[src/rtl/apb_timer_mc_if.sv]
// APB slave bus bundle shared by apb_timer_mc and its bus master.
interface apb_timer_mc_if #(parameter int APB_ADDR_WIDTH = 12);
  logic [APB_ADDR_WIDTH-1:0] PADDR;
  logic [31:0]               PWDATA;
  logic                      PWRITE;
  logic                      PSEL;
  logic                      PENABLE;
  logic [31:0]               PRDATA;
  logic                      PREADY;
  logic                      PSLVERR;

  modport master (output PADDR, PWDATA, PWRITE, PSEL, PENABLE,
                  input  PRDATA, PREADY, PSLVERR);
  modport slave  (input  PADDR, PWDATA, PWRITE, PSEL, PENABLE,
                  output PRDATA, PREADY, PSLVERR);
endinterface

[src/rtl/apb_timer_mc.sv]
// N_CH independent prescaled compare timers behind one APB slave.
// Optional: define APB_TIMER_MC_SNAPSHOT_EN for coherent CNT_LO/CNT_HI reads via a shadow.
module apb_timer_mc_ch #(
  parameter int CNT_W   = 64,
  parameter int PRESC_W = 12,
  parameter int STEP_W  = 16
) (
  input  logic        HCLK,
  input  logic        HRESET,
  input  logic        wr_en,
  input  logic [2:0]  off,
  input  logic [31:0] wdata,
  input  logic        st_clr,
`ifdef APB_TIMER_MC_SNAPSHOT_EN
  input  logic        snap,
`endif
  output logic [31:0] rdata,
  output logic        status,
  output logic        irq
);
  localparam int HI_W = CNT_W - 32;
  localparam logic [2:0] A_CTRL = 3'd0, A_CFG = 3'd1, A_CNT_LO = 3'd2, A_CNT_HI = 3'd3,
                         A_CMP_LO = 3'd4, A_CMP_HI = 3'd5, A_IRQ_EN = 3'd6;

  logic               en, periodic, irq_en, tick, match;
  logic [STEP_W-1:0]  step;
  logic [PRESC_W-1:0] presc, presc_cnt, presc_nxt;
  logic [CNT_W-1:0]   cnt, cnt_nxt, cmp;
  logic [HI_W-1:0]    cnt_hi_rd;

  assign tick  = en && (presc_cnt == presc);
  // >= rather than == so a step that jumps past cmp still matches
  assign match = en && (cnt >= cmp);
  assign irq   = status & irq_en;

  always_comb begin
    cnt_nxt = cnt;
    if (match) begin
      if (periodic) cnt_nxt = '0;
    end else if (tick) begin
      cnt_nxt = cnt + CNT_W'(step);
    end
    if (wr_en && off == A_CNT_LO) cnt_nxt[31:0]       = wdata;
    if (wr_en && off == A_CNT_HI) cnt_nxt[CNT_W-1:32] = wdata[HI_W-1:0];
  end

  always_comb begin
    presc_nxt = presc_cnt + PRESC_W'(1);
    if (!en || tick || (match && periodic) || (wr_en && off == A_CFG)) presc_nxt = '0;
  end

  always_ff @(posedge HCLK) begin
    if (HRESET) begin
      en        <= 1'b0;
      periodic  <= 1'b0;
      irq_en    <= 1'b0;
      step      <= '0;
      presc     <= '0;
      presc_cnt <= '0;
      cnt       <= '0;
      cmp       <= '1;
      status    <= 1'b0;
    end else begin
      cnt       <= cnt_nxt;
      presc_cnt <= presc_nxt;
      if (match)       status <= 1'b1;
      else if (st_clr) status <= 1'b0;
      if (match && !periodic) en <= 1'b0;
      // bus write placed last so it overrides the one-shot disable
      if (wr_en) begin
        case (off)
          A_CTRL:   {periodic, en} <= wdata[1:0];
          A_CFG: begin
            step  <= wdata[16 +: STEP_W];
            presc <= wdata[PRESC_W-1:0];
          end
          A_CMP_LO: cmp[31:0]       <= wdata;
          A_CMP_HI: cmp[CNT_W-1:32] <= wdata[HI_W-1:0];
          A_IRQ_EN: irq_en          <= wdata[0];
          default: ;
        endcase
      end
    end
  end

`ifdef APB_TIMER_MC_SNAPSHOT_EN
  logic [HI_W-1:0] shadow;
  always_ff @(posedge HCLK) begin
    if (HRESET)    shadow <= '0;
    else if (snap) shadow <= cnt[CNT_W-1:32];
  end
  assign cnt_hi_rd = shadow;
`else
  assign cnt_hi_rd = cnt[CNT_W-1:32];
`endif

  always_comb begin
    rdata = '0;
    case (off)
      A_CTRL:   rdata = {30'd0, periodic, en};
      A_CFG:    rdata = {16'(step), 16'(presc)};
      A_CNT_LO: rdata = cnt[31:0];
      A_CNT_HI: rdata = 32'(cnt_hi_rd);
      A_CMP_LO: rdata = cmp[31:0];
      A_CMP_HI: rdata = 32'(cmp[CNT_W-1:32]);
      A_IRQ_EN: rdata = {31'd0, irq_en};
      default: ;
    endcase
  end
endmodule

module apb_timer_mc #(
  parameter int APB_ADDR_WIDTH = 12,
  parameter int N_CH           = 4,
  parameter int CNT_W          = 64,
  parameter int PRESC_W        = 12,
  parameter int STEP_W         = 16
) (
  input  logic            HCLK,
  input  logic            HRESET,
  apb_timer_mc_if.slave   apb,
  output logic [N_CH-1:0] irq_o,
  output logic            irq_any_o
);
  localparam int AW = APB_ADDR_WIDTH;

  logic [2:0]             ch_idx, off;
  logic                   in_ch, in_st, acc, wr;
  logic [N_CH-1:0]        status;
  logic [N_CH-1:0][31:0]  ch_rdata;

  assign ch_idx = apb.PADDR[7:5];
  assign off    = apb.PADDR[4:2];
  // channel window is 0x000-0x0FF, word aligned, offsets 0x00-0x18 only
  assign in_ch  = (apb.PADDR[AW-1:8] == '0) && (apb.PADDR[1:0] == 2'b00) &&
                  (off != 3'd7) && ({1'b0, ch_idx} < 4'(N_CH));
  assign in_st  = (apb.PADDR == AW'('h800));
  assign acc    = apb.PSEL && apb.PENABLE;
  assign wr     = acc && apb.PWRITE;

  for (genvar c = 0; c < N_CH; c++) begin : g_ch
    logic hit;
    assign hit = in_ch && (ch_idx == 3'(c));
    apb_timer_mc_ch #(.CNT_W(CNT_W), .PRESC_W(PRESC_W), .STEP_W(STEP_W)) u_ch (
      .HCLK   (HCLK),
      .HRESET (HRESET),
      .wr_en  (wr && hit),
      .off    (off),
      .wdata  (apb.PWDATA),
      .st_clr (wr && in_st && apb.PWDATA[c]),
`ifdef APB_TIMER_MC_SNAPSHOT_EN
      .snap   (acc && !apb.PWRITE && hit && (off == 3'd2)),
`endif
      .rdata  (ch_rdata[c]),
      .status (status[c]),
      .irq    (irq_o[c])
    );
  end

  assign irq_any_o   = |irq_o;
  assign apb.PREADY  = 1'b1;
  assign apb.PSLVERR = acc && !(in_ch || in_st);

  always_comb begin
    apb.PRDATA = '0;
    if (apb.PSEL && !apb.PWRITE) begin
      if (in_st) apb.PRDATA = 32'(status);
      else if (in_ch) begin
        for (int c = 0; c < N_CH; c++)
          if (ch_idx == 3'(c)) apb.PRDATA = ch_rdata[c];
      end
    end
  end
endmodule

[src/flat_wrapper.sv]
// flat-port wrapper written by rule: the top's interface ports become plain ports
module apb_timer_mc_flat 
#(
  parameter int APB_ADDR_WIDTH = 12,
  parameter int N_CH           = 4,
  parameter int CNT_W          = 64,
  parameter int PRESC_W        = 12,
  parameter int STEP_W         = 16
)
  (HCLK, HRESET, irq_o, irq_any_o, apb_PADDR, apb_PWDATA, apb_PWRITE, apb_PSEL, apb_PENABLE, apb_PRDATA, apb_PREADY, apb_PSLVERR);
  apb_timer_mc_if #(.APB_ADDR_WIDTH(APB_ADDR_WIDTH)) apb_i ();
  input  logic HCLK;
  input  logic HRESET;
  output logic [N_CH-1:0] irq_o;
  output logic irq_any_o;
  input wire logic [$bits(apb_i.PADDR)-1:0] apb_PADDR;
  input wire logic [$bits(apb_i.PWDATA)-1:0] apb_PWDATA;
  input wire logic [$bits(apb_i.PWRITE)-1:0] apb_PWRITE;
  input wire logic [$bits(apb_i.PSEL)-1:0] apb_PSEL;
  input wire logic [$bits(apb_i.PENABLE)-1:0] apb_PENABLE;
  output wire logic [$bits(apb_i.PRDATA)-1:0] apb_PRDATA;
  output wire logic [$bits(apb_i.PREADY)-1:0] apb_PREADY;
  output wire logic [$bits(apb_i.PSLVERR)-1:0] apb_PSLVERR;
  assign apb_i.PADDR = apb_PADDR;
  assign apb_i.PWDATA = apb_PWDATA;
  assign apb_i.PWRITE = apb_PWRITE;
  assign apb_i.PSEL = apb_PSEL;
  assign apb_i.PENABLE = apb_PENABLE;
  assign apb_PRDATA = apb_i.PRDATA;
  assign apb_PREADY = apb_i.PREADY;
  assign apb_PSLVERR = apb_i.PSLVERR;
  apb_timer_mc #(.APB_ADDR_WIDTH(APB_ADDR_WIDTH), .N_CH(N_CH), .CNT_W(CNT_W), .PRESC_W(PRESC_W), .STEP_W(STEP_W)) u_core (.HCLK(HCLK), .HRESET(HRESET), .apb(apb_i), .irq_o(irq_o), .irq_any_o(irq_any_o));
endmodule
[config.mk]
export PLATFORM = sky130hd
export DESIGN_NAME = apb_timer_mc_flat
export DESIGN_NICKNAME = d
export VERILOG_FILES = /design/src/rtl/apb_timer_mc_if.sv /design/src/rtl/apb_timer_mc.sv /design/src/flat_wrapper.sv
export SDC_FILE = /design/constraint.sdc
export NUM_CORES = 2
export LEC_CHECK = 0
export CAP_MARGIN = 30
export CORE_AREA = 2 2 292 294
export CTS_BUF_LIST = sky130_fd_sc_hd__clkbuf_16
export DETAILED_ROUTE_END_ITERATION = 6
export DIE_AREA = 0 0 294 296
export HOLD_SLACK_MARGIN = 0.06
export PLACE_DENSITY_LB_ADDON = 0.08
export SYNTH_ARGS = -nofsm -noshare
export SYNTH_HDL_FRONTEND = slang
export SYNTH_SLANG_ARGS = --single-unit
export TNS_END_PERCENT = 1
[constraint.sdc]
create_clock -name HCLK -period 4.2 [get_ports HCLK]
set_input_delay 0.42 -clock HCLK [delete_from_list [all_inputs] [get_ports HCLK]]
set_output_delay 0.42 -clock HCLK [all_outputs]
set_load 0.01 [all_outputs]
==> flow_metrics.env <==
export IMPL_synth_flop_cell="dfxtp_1"
export IMPL_synth_simple_area_share_pct=21.7
export IMPL_r2r_start="u_core.g_ch[2].u_ch.step[0]"
export IMPL_period_needed_ns=4.20
export IMPL_synth_fa_ha_area_share_pct=9.06
export IMPL_place_area_um2=49300
export IMPL_fin_nets=6500
export IMPL_rsz0062_at_grt="false"
export IMPL_drv_cap=0
export IMPL_cp_arrival_ns=3.78
export IMPL_clock_skew_ns=0.0235
export IMPL_dieArea_um2=87000
export IMPL_core_area_um2=84200
export IMPL_yosysSeqAreaShare_pct=30.2
export IMPL_ios=88
export IMPL_cts_tree="built"
export IMPL_hold_viol=0
export IMPL_num_vias=51100
export IMPL_overflow=0
export IMPL_place_ws_ns=0.103
export IMPL_r2r_end="u_core.g_ch[2].u_ch.cnt[62]"
export IMPL_instances_no_fill=7287
export IMPL_htreeDepth=3
export IMPL_hold_end="u_core.g_ch[3].u_ch.step[6]"
export IMPL_violations="DRC, setup timing"
export IMPL_post_dp_hpwl_um=161000
export IMPL_grt_pass1_wl_um=320000
export IMPL_hp_class="input port to flip-flop"
export IMPL_place_congestion=1.12
export IMPL_design_area_um2=52100
export IMPL_wl_um=224000
export IMPL_drt_iter0_drc=7705
export IMPL_cp_required_ns=3.78
export IMPL_syn_num_nets=6414
export IMPL_wl_per_cell_um=30.7
export IMPL_via_per_inst=7.02
export IMPL_synth_yosys_warnings=0
export IMPL_cp_max_fo=32
export IMPL_synth_top_family_by_area="compound AO/OA/AOI/OAI gates"
export IMPL_worst_pin_slew_ns=1.17
export IMPL_cts_sinks=688
export IMPL_synth_edff_count=0
export IMPL_antenna_left=0
export IMPL_grt_pass1_vias=45900
export IMPL_yosysUniqueCellTypes=106
export IMPL_reg2regPathDepth=11
export IMPL_initial_core_util_pct=54.2
export IMPL_crit_path_end_kind="output pin"
export IMPL_fin_ws_ns=-0.00283
export IMPL_port_buffers=86
export IMPL_synth_mux_area_share_pct=1.82
export IMPL_die_h_um=296
export IMPL_syn_area_um2=45600
export IMPL_pwr_density_cell_nw_per_um2=289
export IMPL_clk_path_buf_depth=3
export IMPL_finalCritPeriodShare_pct=100
export IMPL_maxSlewViolCount=0
export IMPL_grt_max_degree=95
export IMPL_cts_buffers=82
export IMPL_hold_start="apb_PWDATA[22]"
export IMPL_startpoint_type="input port"
export IMPL_synth_xor_area_share_pct=3.42
export IMPL_row_count=107
export IMPL_dp_cells=7125
export IMPL_synth_compound_area_share_pct=27.1
export IMPL_p_leak_uw=0.0219
export IMPL_antenna_found_initial=6
export IMPL_postSynthAreaPerCell_um2=7.56
export IMPL_cts_reportedPaths_clkPinSlew_ns=0.06
export IMPL_min_path_cells=3
export IMPL_dr_pass1_iters=7
export IMPL_r2r_slack_ns=0.20
export IMPL_insertion_delay_ns=0.68
export IMPL_peakVddDrop_uv=304
export IMPL_critPathKind="input port to output pin"
export IMPL_timing_fmax_ghz=0.238
export IMPL_grtUsageTotal_pct=49.7
export IMPL_cts_root_buf="clkbuf_16"
export IMPL_ys_seq_elements=688
export IMPL_synthCells=6037
export IMPL_syn_to_final_growth_pct=14.1
export IMPL_synthArstFlopShare_pct=0
export IMPL_setup_viol=1
export IMPL_slew_headroom_pct=22.0
export IMPL_status="finished, violations left"
export IMPL_drc_errors=5
export IMPL_cts_hold_buffers=0
export IMPL_drive_gt1_share_pct=10.0
export IMPL_die_width_um=294
==> placed cells by master (no fill, tap or decap), types with 75 or more instances in the layout <==
cell type	count
a211oi_1	75
a21oi_1	526
a221oi_1	83
a22oi_1	183
a31oi_1	97
and3_1	78
buf_4	339
clkbuf_16	84
dfxtp_1	688
ha_1	324
inv_1	343
nand2_1	923
nand3_1	194
nand4_1	109
nor2_1	343
nor3_1	151
o211ai_1	298
o21ai_0	241
xnor2_1	120
==> through the flow <==
stage | util, % | hold WS [ns] | total power, µW | TNS (ns)
after floorplan | - | 0.437 | 7150 | 0
after global placement | 58.4 | 0.453 | 7770 | -0.168
after detailed placement | 58.6 | 0.472 | 7780 | 0
after CTS | 61.7 | 0.152 | 14900 | 0
after global routing | 61.8 | 0.181 | 15200 | 0
final | 61.8 | 0.189 | 15100 | -0.00283
==> worst max-delay path by stage <==
| stage | start | slack (ns) | cells after the start | end |
|---|---|---|---|---|
| 6_report | apb_PADDR[3] | -0.003 | 13 | apb_PRDATA[28] |
| 5_1_grt | u_core.g_ch[2].u_ch.cnt[19] | 0.03 | 12 | u_core.g_ch[2].u_ch.cnt[51] |
| 4_1_cts | apb_PADDR[3] | 0.08 | 13 | apb_PRDATA[28] |
| 3_5_place_dp | apb_PADDR[3] | 0.10 | 13 | apb_PRDATA[28] |
| 3_3_place_gp | apb_PADDR[4] | -0.17 | 10 | apb_PRDATA[14] |
| 2_1_floorplan | u_core.g_ch[2].u_ch.cnt[0] | 1.14 | 11 | u_core.g_ch[2].u_ch.cnt[61] |
==> report_power, final <==
group          switching [µW]  total, µW  internal (µW)
clock                    3200       7320           4120
combinational             922       1190            270
sequential               18.5       6550           6540
total                    4140      15100          10900
==> what timing repair did <==
action | CTS | global route
setup buffers | 0 | 0
gates resized for setup | 0 | 3
endpoints found under the hold margin | 0 | 0
setup endpoints to repair | 0 | 2
==> registers in the layout, indices dropped and copies added (netlist names) <==
signal / cells
u_core.g_ch.u_ch.presc_cnt: 48
u_core.g_ch.u_ch.cmp: 256
u_core.g_ch.u_ch.cnt: 256
u_core.g_ch.u_ch.en: 4
u_core.g_ch.u_ch.periodic: 4
u_core.g_ch.u_ch.status: 4
u_core.g_ch.u_ch.irq_en: 4
u_core.g_ch.u_ch.step: 64
u_core.g_ch.u_ch.presc: 48
==> cell usage after synthesis, types with 14 or more instances <==
library cell | n | area (µm²)
nor3b_1 | 15 | 113
or3_1 | 29 | 181
o21ai_0 | 241 | 1210
xnor2_1 | 120 | 1050
clkbuf_1 | 364 | 1370
nand3_1 | 194 | 971
or4_1 | 14 | 105
a32oi_1 | 17 | 149
o21a_1 | 21 | 158
a311oi_1 | 40 | 350
xor2_1 | 58 | 508
nand2b_1 | 24 | 150
a21oi_1 | 527 | 2640
a31oi_1 | 98 | 613
nor2b_1 | 23 | 144
dfxtp_1 | 688 | 13800
inv_1 | 327 | 1230
a211oi_1 | 76 | 571
a21o_1 | 56 | 420
buf_1 | 30 | 113
o22ai_1 | 38 | 238
and4_1 | 34 | 298
buf_2 | 55 | 275
o31ai_1 | 19 | 143
ha_1 | 324 | 4050
and2_1 | 34 | 213
nand2_1 | 923 | 3460
nand3b_1 | 20 | 150
a221oi_1 | 83 | 727
mux2i_1 | 67 | 671
nor4_1 | 46 | 288
o211ai_1 | 298 | 2240
nand4_1 | 109 | 682
a22oi_1 | 183 | 1370
nor3_1 | 152 | 761
and3_1 | 78 | 488
nor2_1 | 363 | 1360
==> critical path: stages <==
cell	delay [ns]
buf_4	0.18
nor2b_1	0.16
and2_4	0.27
buf_12	0.22
buf_6	0.20
a22oi_1	0.31
nand3_1	0.11
a221oi_1	0.60
a31oi_2	0.20
a21oi_1	0.31
nor3_1	0.10
buf_4	0.17
clkdlybuf4s50_1	0.48
==> metal layers <==
metal | vias to the layer above | global-route usage (%) | share of wire, %
met3 | 1012 | 15.6 | 14
met1 | 23900 | 63.7 | 37
li1 | 22300 | - | -
met5 | - | 1.11 | 0.080
met2 | 3915 | 69.5 | 39
met4 | 8 | 37.2 | 9.0
==> cell type report <==
class | instances | area [µm²]
clock buffers | 84 | 2100
multi-input cells | 4563 | 29000
clock inverters | 69 | 553
fillers | 7728 | 32100
flip-flops and latches | 688 | 13800
well taps | 1090 | 1360
diodes | 5 | 12.5
repair buffers | 460 | 4070
inverters | 328 | 1240
==> cell families after synthesis <==
| kind of cell | after synthesis |
|---|---|
| simple gates | 2117 |
| compound gates | 1860 |
| buf+inv | 786 |
| flops | 688 |
| fa+ha+maj | 328 |
| xor+xnor | 178 |
| mux | 79 |
| other cells | 1 |
Power figures use the tool's default switching activity.
